$ cat src/rtl/bcd_scan_decoder.sv
// ---------------------------------------------------------------------------
// bcd_scan_decoder
//
// Registered, multiplexed successor to the combinational 4-to-10 BCD decoder.
// It holds DIGITS BCD digits and time-multiplexes them onto one shared
// active-low decimal bus. A second select bus, also active-low, shows which
// digit is currently being driven.
//
// Each digit gets a slot of PRESCALE clock cycles. Cycle 0 of every slot is
// blank, so the lamp driver never ghosts one digit into its neighbour. A new
// digit vector is double-buffered and only adopted at a frame boundary, so a
// frame is never torn.
//
// Optional feature:
//   BCD_SCAN_LZB_EN - leading-zero blanking. When this macro is defined, any
//                     digit above digit 0 that is zero, and whose higher
//                     digits are all zero, is blanked for its whole slot.
//
// Parameters:
//   DIGITS   - number of BCD digits scanned (1..16); digit 0 is the LSD
//   PRESCALE - clock cycles per digit slot (>= 2); cycle 0 is blank
//
// Ports:
//   clk        - system clock
//   rst        - synchronous active-high reset
//   load_valid - producer offers a new digit vector
//   load_ready - block can accept load_bcd this cycle
//   load_bcd   - digit i in bits [4i+3:4i]
//   dec_n      - active-low decimal lines; bit k low shows value k
//   dig_sel_n  - active-low select of the digit currently driven
//   invalid    - high while a digit with code 10..15 is in its drive cycles
//   frame_done - one-cycle pulse on the last cycle of slot DIGITS-1
// ---------------------------------------------------------------------------
module bcd_scan_decoder #(
   parameter int DIGITS   = 4,
   parameter int PRESCALE = 4
) (
   input  logic                  clk,
   input  logic                  rst,
   input  logic                  load_valid,
   output logic                  load_ready,
   input  logic [4*DIGITS-1:0]   load_bcd,
   output logic [9:0]            dec_n,
   output logic [DIGITS-1:0]     dig_sel_n,
   output logic                  invalid,
   output logic                  frame_done
);

   localparam int PW = (PRESCALE > 1) ? $clog2(PRESCALE) : 1;
   localparam int DW = (DIGITS > 1) ? $clog2(DIGITS) : 1;
   localparam logic [PW-1:0] P_LAST = PW'(PRESCALE - 1);
   localparam logic [DW-1:0] S_LAST = DW'(DIGITS - 1);

   typedef enum logic {
      IDLE,
      SCAN
   } state_t;

   state_t              state;
   logic [4*DIGITS-1:0] active_q;
   logic [4*DIGITS-1:0] pending_q;
   logic [PW-1:0]       p_q;
   logic [DW-1:0]       s_q;
   logic                accept;
   logic [3:0]          cur_code;
   logic                drive_slot;

   // load_ready is the inverse of the pending-full flag. Keeping only
   // load_ready as the flop lets that output come straight from a register.
   // The pending buffer is therefore full exactly when load_ready is low.
   assign accept = load_valid & load_ready;

   // Select the code of the digit under the scan pointer. A compare loop is
   // used rather than a variable part-select, so non-power-of-two DIGITS
   // never produce an out-of-range index.
   always_comb begin
      cur_code = 4'h0;
      for (int i = 0; i < DIGITS; i++) begin
         if (s_q == DW'(i)) begin
            cur_code = active_q[4*i +: 4];
         end
      end
   end

`ifdef BCD_SCAN_LZB_EN
   logic [DIGITS-1:0] lz_mask;
   logic              cur_blank;

   // Walk from the most significant digit downward. A digit is a leading
   // zero while it and everything above it are zero. Digit 0 always shows,
   // so a value of zero still displays a single "0".
   always_comb begin : lz_calc
      logic zero_above;
      zero_above = 1'b1;
      lz_mask    = '0;
      for (int i = DIGITS - 1; i >= 0; i--) begin
         zero_above = zero_above & (active_q[4*i +: 4] == 4'h0);
         if (i != 0) begin
            lz_mask[i] = zero_above;
         end
      end
   end

   // Look up the blanking flag for the digit under the scan pointer.
   always_comb begin
      cur_blank = 1'b0;
      for (int i = 0; i < DIGITS; i++) begin
         if (s_q == DW'(i)) begin
            cur_blank = lz_mask[i];
         end
      end
   end
`endif

   // A slot drives the bus on every cycle except its first one. With
   // leading-zero blanking enabled, a blanked digit also stays dark for its
   // whole slot.
   always_comb begin
      drive_slot = (state == SCAN) && (p_q != '0);
`ifdef BCD_SCAN_LZB_EN
      drive_slot = drive_slot && !cur_blank;
`endif
   end

   // Single sequential block: FSM, scan counters, double buffer and all
   // registered outputs.
   //
   // Every output is computed from the (s,p) position held this cycle, so
   // the outputs trail the counters by exactly one cycle. As a result,
   // frame_done is high during the cycle in which the counters have just
   // wrapped to slot 0, cycle 0. The pending-to-active transfer happens at
   // the end of that cycle. Slot 0 is still blank at that point, so the new
   // digits first appear on slot 0's first drive cycle and no frame mixes
   // old and new data.
   always_ff @(posedge clk) begin
      if (rst) begin
         state      <= IDLE;
         active_q   <= '0;
         pending_q  <= '0;
         load_ready <= 1'b1;
         p_q        <= '0;
         s_q        <= '0;
         dec_n      <= '1;
         dig_sel_n  <= '1;
         invalid    <= 1'b0;
         frame_done <= 1'b0;
      end else begin
         frame_done <= (state == SCAN) && (s_q == S_LAST) && (p_q == P_LAST);

         if (drive_slot) begin
            dig_sel_n <= ~(DIGITS'(1) << s_q);
            if (cur_code <= 4'd9) begin
               dec_n   <= ~(10'(1) << cur_code);
               invalid <= 1'b0;
            end else begin
               dec_n   <= '1;
               invalid <= 1'b1;
            end
         end else begin
            dig_sel_n <= '1;
            dec_n     <= '1;
            invalid   <= 1'b0;
         end

         case (state)
            IDLE: begin
               // The first vector bypasses the pending buffer, and scanning
               // starts next cycle at slot 0, cycle 0.
               if (accept) begin
                  active_q <= load_bcd;
                  state    <= SCAN;
                  p_q      <= '0;
                  s_q      <= '0;
               end
            end

            SCAN: begin
               if (p_q == P_LAST) begin
                  p_q <= '0;
                  s_q <= (s_q == S_LAST) ? '0 : s_q + DW'(1);
               end else begin
                  p_q <= p_q + PW'(1);
               end

               // At a frame boundary a waiting vector is promoted. A load
               // can only be accepted while the buffer is empty, so these
               // two branches never compete for pending_q.
               if (frame_done && !load_ready) begin
                  active_q   <= pending_q;
                  load_ready <= 1'b1;
               end else if (accept) begin
                  pending_q  <= load_bcd;
                  load_ready <= 1'b0;
               end
            end

            default: begin
               state <= IDLE;
            end
         endcase
      end
   end

endmodule

$ cat config.mk
export PLATFORM = sky130hd
export DESIGN_NAME = bcd_scan_decoder
export DESIGN_NICKNAME = d
export VERILOG_FILES = /design/src/rtl/bcd_scan_decoder.sv
export SDC_FILE = /design/constraint.sdc
export NUM_CORES = 1
export LEC_CHECK = 0
export CORE_UTILIZATION = 47
export DETAILED_ROUTE_END_ITERATION = 10
export PLACE_DENSITY = 0.83
export SLEW_MARGIN = 20
export SYNTH_ARGS = -nofsm -noshare
export SYNTH_HDL_FRONTEND = slang
export SYNTH_SLANG_ARGS = --single-unit
$ cat constraint.sdc
create_clock -name clk -period 1.6 [get_ports clk]
set_input_delay 0.48 -clock clk [delete_from_list [all_inputs] [get_ports clk]]
set_output_delay 0.48 -clock clk [all_outputs]
set_load 0.03 [all_outputs]
# ---- Word level (Yosys, flattened, before mapping)
# Cells that the tools add are included.
dict set report totals {
  ff_bits 54
  inputBits 19
  output_inout_bits 17
  word_cells 61
}
dict set report op_classes {
  addsub 2
  magnitude_cmp 1
  eq_ne 7
  n_shift 2
  n_mux 18
  bitwise 7
  n_reduce_logical 14
}
# cell count
set op_table {}
lappend op_table {{16-bit two-way mux} 2}
lappend op_table {{16-bit case mux with 2 select lines} 1}
lappend op_table {{4-bit two-way mux} 4}
lappend op_table {{10-bit NOT} 1}
lappend op_table {{1-bit by 4-bit left shift with 10-bit output (first input constant)} 1}
lappend op_table {{2-bit two-way mux} 4}
lappend op_table {{2-bit case mux with 2 select lines} 2}
lappend op_table {{2-bit == test (second input constant)} 3}
lappend op_table {{2-bit AND reduction} 3}
lappend op_table {{1-bit two-way mux} 5}
lappend op_table {{2-bit by 1-bit adder with 2-bit output (second input constant)} 2}
lappend op_table {{4-bit <= comparator (second input constant)} 1}
lappend op_table {{1-bit logical AND} 4}
lappend op_table {{2-bit by 1-bit inequality test with 1-bit output (second input constant)} 2}
lappend op_table {{1-bit NOT} 4}
lappend op_table {{4-bit NOT} 1}
lappend op_table {{2-bit nonzero test} 2}
lappend op_table {{1-bit by 2-bit left shift with 4-bit output (first input constant)} 1}
lappend op_table {{3-bit AND reduction} 1}
lappend op_table {{3-bit OR reduction} 1}
lappend op_table {{2-bit by 1-bit == test with 1-bit output (second input constant)} 1}
lappend op_table {{2-bit logical NOT} 1}
lappend op_table {{2-bit inequality test (second input constant)} 1}
lappend op_table {{2-bit OR reduction} 1}
lappend op_table {{2 further kinds} 2}

# ---- Depth between registers and ports, before layout
# Gate-level depths: netlist of the first run.
dict set report logic_depth {
  ltp_word 8
  mapped_depth 7
}

# ---- Worst setup path after synthesis of the first run
# No wires, ideal clock.
dict set report synth_path {
  path_kind {register to register}
  startpoint {reg s_q[1]}
  endpoint {reg dec_n[6]}
  t_arrival_ps 1572
  required_ps 1469
  setup_slack_ps -104
  stages_incl_launch_ff 8
  synth_period_minus_slack_ps 1704
  cell_sequence {dfxtp_1 inv_1 ha_1 buf_6 nand3b_1 a221o_1 nor4_1 nand2_1}
}
dict set report synth_via {
  elab_chain_cells 8
  elab_cells_between_ends 13
  classes_between {order compare: 1; eq/ne: 3; shift: 1; mux: 4; bitwise: 2; reduce/logical: 2}
}
# item line
set synth_rtl {}
lappend synth_rtl {{start: declaration} 63} ;# logic [DW-1:0] s_q;
lappend synth_rtl {{start signal: assignment} 180} ;# s_q <= (s_q == S_LAST) ? '0 : s_q + DW'(1);
lappend synth_rtl {{2-bit logical NOT} 79} ;# if (s_q == DW'(i)) begin
lappend synth_rtl {{4-bit two-way mux (3 in a row)} 79}
lappend synth_rtl {{4-bit two-way mux (*)} 79}
lappend synth_rtl {{4-bit <= comparator} 152} ;# if (cur_code <= 4'd9) begin
lappend synth_rtl {{1-bit NOT (no line)} n/a}
lappend synth_rtl {{3-bit OR reduction (no line)} n/a}
lappend synth_rtl {{end signal: assignment} 153} ;# dec_n <= ~(10'(1) << cur_code);
lappend synth_rtl {{end: declaration} 43} ;# output logic [9:0] dec_n,
# Mark *: on every way between the ends. The rest lies on a longest branch, timed or not.
# A chain may end at the register's enable or synchronous reset.

# ---- Worst setup path after layout of the first run
dict set report layout_path {
  startpoint {reg s_q[1]}
  endpoint {reg dec_n[7]}
}
# The elaborated chain is that of the path after synthesis.

==> out/summary.txt, run 1 <==
largest family of logic cells by synthesized area: simple AND/OR/NAND/NOR gates
violations in the final reports: design-rule violations, negative setup slack
Ys Warns: 0
xor-xnor portion of the synthesized cell area: 0%
Critical Path Start Type: flop
number of nets in the layout: 320
post-layout instance count excluding filler cells: 348
I/O pin count: 36
DRC: 10
overall die height: 70.67 um
critical-path maximum fanout: 12
TritonCTS clock tree: yes
final core occ: 66.89%
worst-case vdd ir drop: 0.5645 mV
proportion of synthesized area in mux cells: 7.228%
clock transition at the registers of the reported paths: 0.09 ns
Final Instance Area: 0.002973 mm2
layout cell share with drive strength beyond 1: 17.91%
floorplan core area: 0.004444 mm2
Final Routed Wirelength: 4584 um
Synth cell types: 30
synthesized-area fraction occupied by and/or/nand/nor cells: 18.18%
placed cell area: 0.002744 mm2
number of max-slew violations in the final report: 0
pwr/cell area: 877.5 mW/mm2
netlist area before placement: 0.002216 mm2
floorplan die width: 70.67 um
total via count in the routed design: 1850
vias in the first global route: 1725
First-pass DRT Iterations: 7
CP Cell Sequence: buf_4, ha_4, a211oi_4, a221oi_4, buf_12, nor4_4, nand2_1
final worst setup slack: -0.1178 ns
antenna violations before repair: 0
startpoint-to-endpoint class of the critical path: reg -> reg
relative area change from synthesis to final layout: 34.16%
Post-synth ARST share: 0%
CTS HTree Levels: 2
most used flip-flop cell after synthesis: dfxtp_1
P_leak: 1.075 nW
gp weighted congestion: 0.7935
worst hold slack across all endpoints: 0.4610 ns
worst hold path type: reg -> reg
global route overflow: 0
starting density of the core: 49.86%
# Max-Cap Violations: 0
count of buffer and inverter cells on the critical path: 2
area taken by multi-input logic gates: 0.001146 mm2
adder-cell area share of the yosys netlist: 3.388%
synthesized instance count: 248
flops & latches, synth: 54
# fillers: 369
wire length per cell: 13.17 um
post-layout min period: 1.718 ns
number of cell rows: 24
Final Setup Violations: 11
area occupied by registers: 0.001090 mm2
Worst slew margin: 67.55%
via-per-instance ratio: 5.316
sequential-to-total area share from yosys stat: 48.79%
Worst EP arrival: 1.91 ns
antenna diode count: 0
Worst Path Required: 1.79 ns
initial DRC count: 98
maximum single-stage delay on the critical path: 0.37 ns
Die Outline Area: 0.004994 mm2
clock latency of the later-clocked register in the worst-skew pair: 0.31 ns
Max Clk Rate: 582.1 MHz
type of destination of the critical path: flop
CTS Buf Count: 5
syn nets: 273
status: finished, violations left
Worst Max-Slew Pin Slew: 0.4868 ns
Global Route Usage Sum: 19.56%
mean area per synthesized cell: 8.935 um2
setup_tns: -0.6964 ns
CTS sink cnt: 54
cell at the root of the clock tree: clkbuf_8
Clock Skews: 0.009580 ns
compound-gate portion of the synthesized area: 16.54%
post-placement cell count: 336
first-pass GRT wire length: 7707 um
largest buffer count on any clock path: 2
number of enable-type register cells in the synthesized netlist: 0
Top Family by Delay on Critical Path: flip-flops
critical-path cell with the highest stage delay: dfxtp_4
largest net degree at the start of global routing: 40
detailed placement HPWL: 3052 um
period utilization: 107.4%
final-report hold violation count: 0
unrepaired setup endpoints after global routing: true
port bufs: 35
antenna violation net count after detailed routing: 0
-- worst min-delay path: cells and delay by family, from the launching register on --
| kind | cells | cell delay, ns |
|---|---|---|
| simple gates | 1 | 0.05 |
| compound gates | 1 | 0.05 |
| flops | 1 | 0.32 |
-- metal layers --
metal / up-vias / GRT usage (%) / part of all wire [%]
li1: 945 / - / -
met4: 0 / 8.667 / 2.6
met1: 837 / 23.81 / 45
met3: 14 / 4.558 / 4.1
met2: 54 / 33.23 / 48
met5: - / 0 / 0
-- power by group --
part | total, W | switching, W | internal, W
logic | 0.000380 | 0.000200 | 0.000181
registers | 0.00145 | 0.0000469 | 0.00140
clock network | 0.000777 | 0.000427 | 0.000350
total | 0.00261 | 0.000674 | 0.00194
-- synthesized netlist by cell type, types with 4 or more instances --
library cell	instances	area share, %
a21oi_1	22	5.0
nor3b_1	4	1.4
a211oi_1	19	6.4
buf_2	8	1.8
nor2_1	24	4.1
dfxtp_1	54	49
nand3_1	5	1.1
clkbuf_1	4	0.68
inv_1	9	1.5
nand3b_1	4	1.4
ha_1	6	3.4
mux2i_1	16	7.2
nand2_1	46	7.8
-- stage by stage --
step	total power (W)	setup slack, ns
final	0.002609	-0.1178
after global routing	0.002729	-0.1732
after CTS	0.002612	-0.08755
after detailed placement	0.001842	-0.2156
after global placement	0.001830	-0.1735
after floorplan	0.001695	-0.05076
-- kinds of logic (layout without fill, tap and decap cells) --
logic type                 Yosys count  in the layout
muxes                               16             16
AOI/OAI and AO/OA                   54             54
and+or+nand+nor                     92             92
buffers and inverters               26             74
adders and majority gates            6              6
DFF                                 54             54
-- path summary, 6_finish.rpt --
check	start	end	slack, ns	cells after the start
hold / removal	pending_q[7]	pending_q[7]	0.46	2
hold reg to reg	pending_q[7]	pending_q[7]	0.46	2
setup / recovery	s_q[1]	dec_n[7]	-0.12	7
setup reg to reg	s_q[1]	dec_n[7]	-0.12	7
-- area by class of cell --
type / instances / area share, %
flip-flops and latches: 54 / 36.66
clock buffers: 6 / 2.778
inverters: 9 / 1.305
well taps: 52 / 2.189
repair buffers: 57 / 18.14
clock inverters: 2 / 0.3788
multi-input cells: 168 / 38.55
-- placed cells by master, fill, tap and decap left out, types with 2 or more instances in the layout --
| cell | n |
|---|---|
| inv_4 | 3 |
| mux2i_1 | 16 |
| a221o_1 | 2 |
| dlygate4sd2_1 | 15 |
| nand2_1 | 46 |
| clkdlybuf4s50_1 | 18 |
| nor2_1 | 23 |
| nand3b_1 | 4 |
| a22oi_1 | 2 |
| dfxtp_4 | 2 |
| inv_1 | 7 |
| nand3_1 | 5 |
| a211oi_2 | 2 |
| dfxtp_1 | 51 |
| clkbuf_8 | 6 |
| buf_12 | 3 |
| ha_4 | 4 |
| ha_1 | 2 |
| buf_6 | 2 |
| nor3b_2 | 2 |
| buf_4 | 18 |
| a21oi_1 | 22 |
| nor3b_1 | 2 |
| and3_1 | 2 |
| a211oi_1 | 16 |
| nor4_4 | 2 |
-- timing repair --
action,in CTS,in global routing
buffers inserted,3,1
cloned,0,0
hold buffers,0,0
pin swaps,6,2
setup endpoints to repair,27,24
resized for setup,27,14
-- registers in the layout (all words and copies together) (netlist names) --
signal,cells
load_ready,1
pending_q,16
dig_sel_n,4
dec_n,10
active_q,16
p_q,2
state,1
frame_done,1
invalid,1
s_q,2
(Power assumes the default switching activity.)
==> run 2, diff against run 1 <==
- CTS_CLUSTER_DIAMETER: default -> 40
==> results of run 2 <==
No change in the layout: final DEF, timing and power equal those of run 1.
==> run 3, diff against run 2 <==
- GPL_ROUTABILITY_DRIVEN: default -> 0
- SLEW_MARGIN: 20 -> default
==> results of run 3 <==
No change in the layout: final DEF, timing and power equal those of run 1.
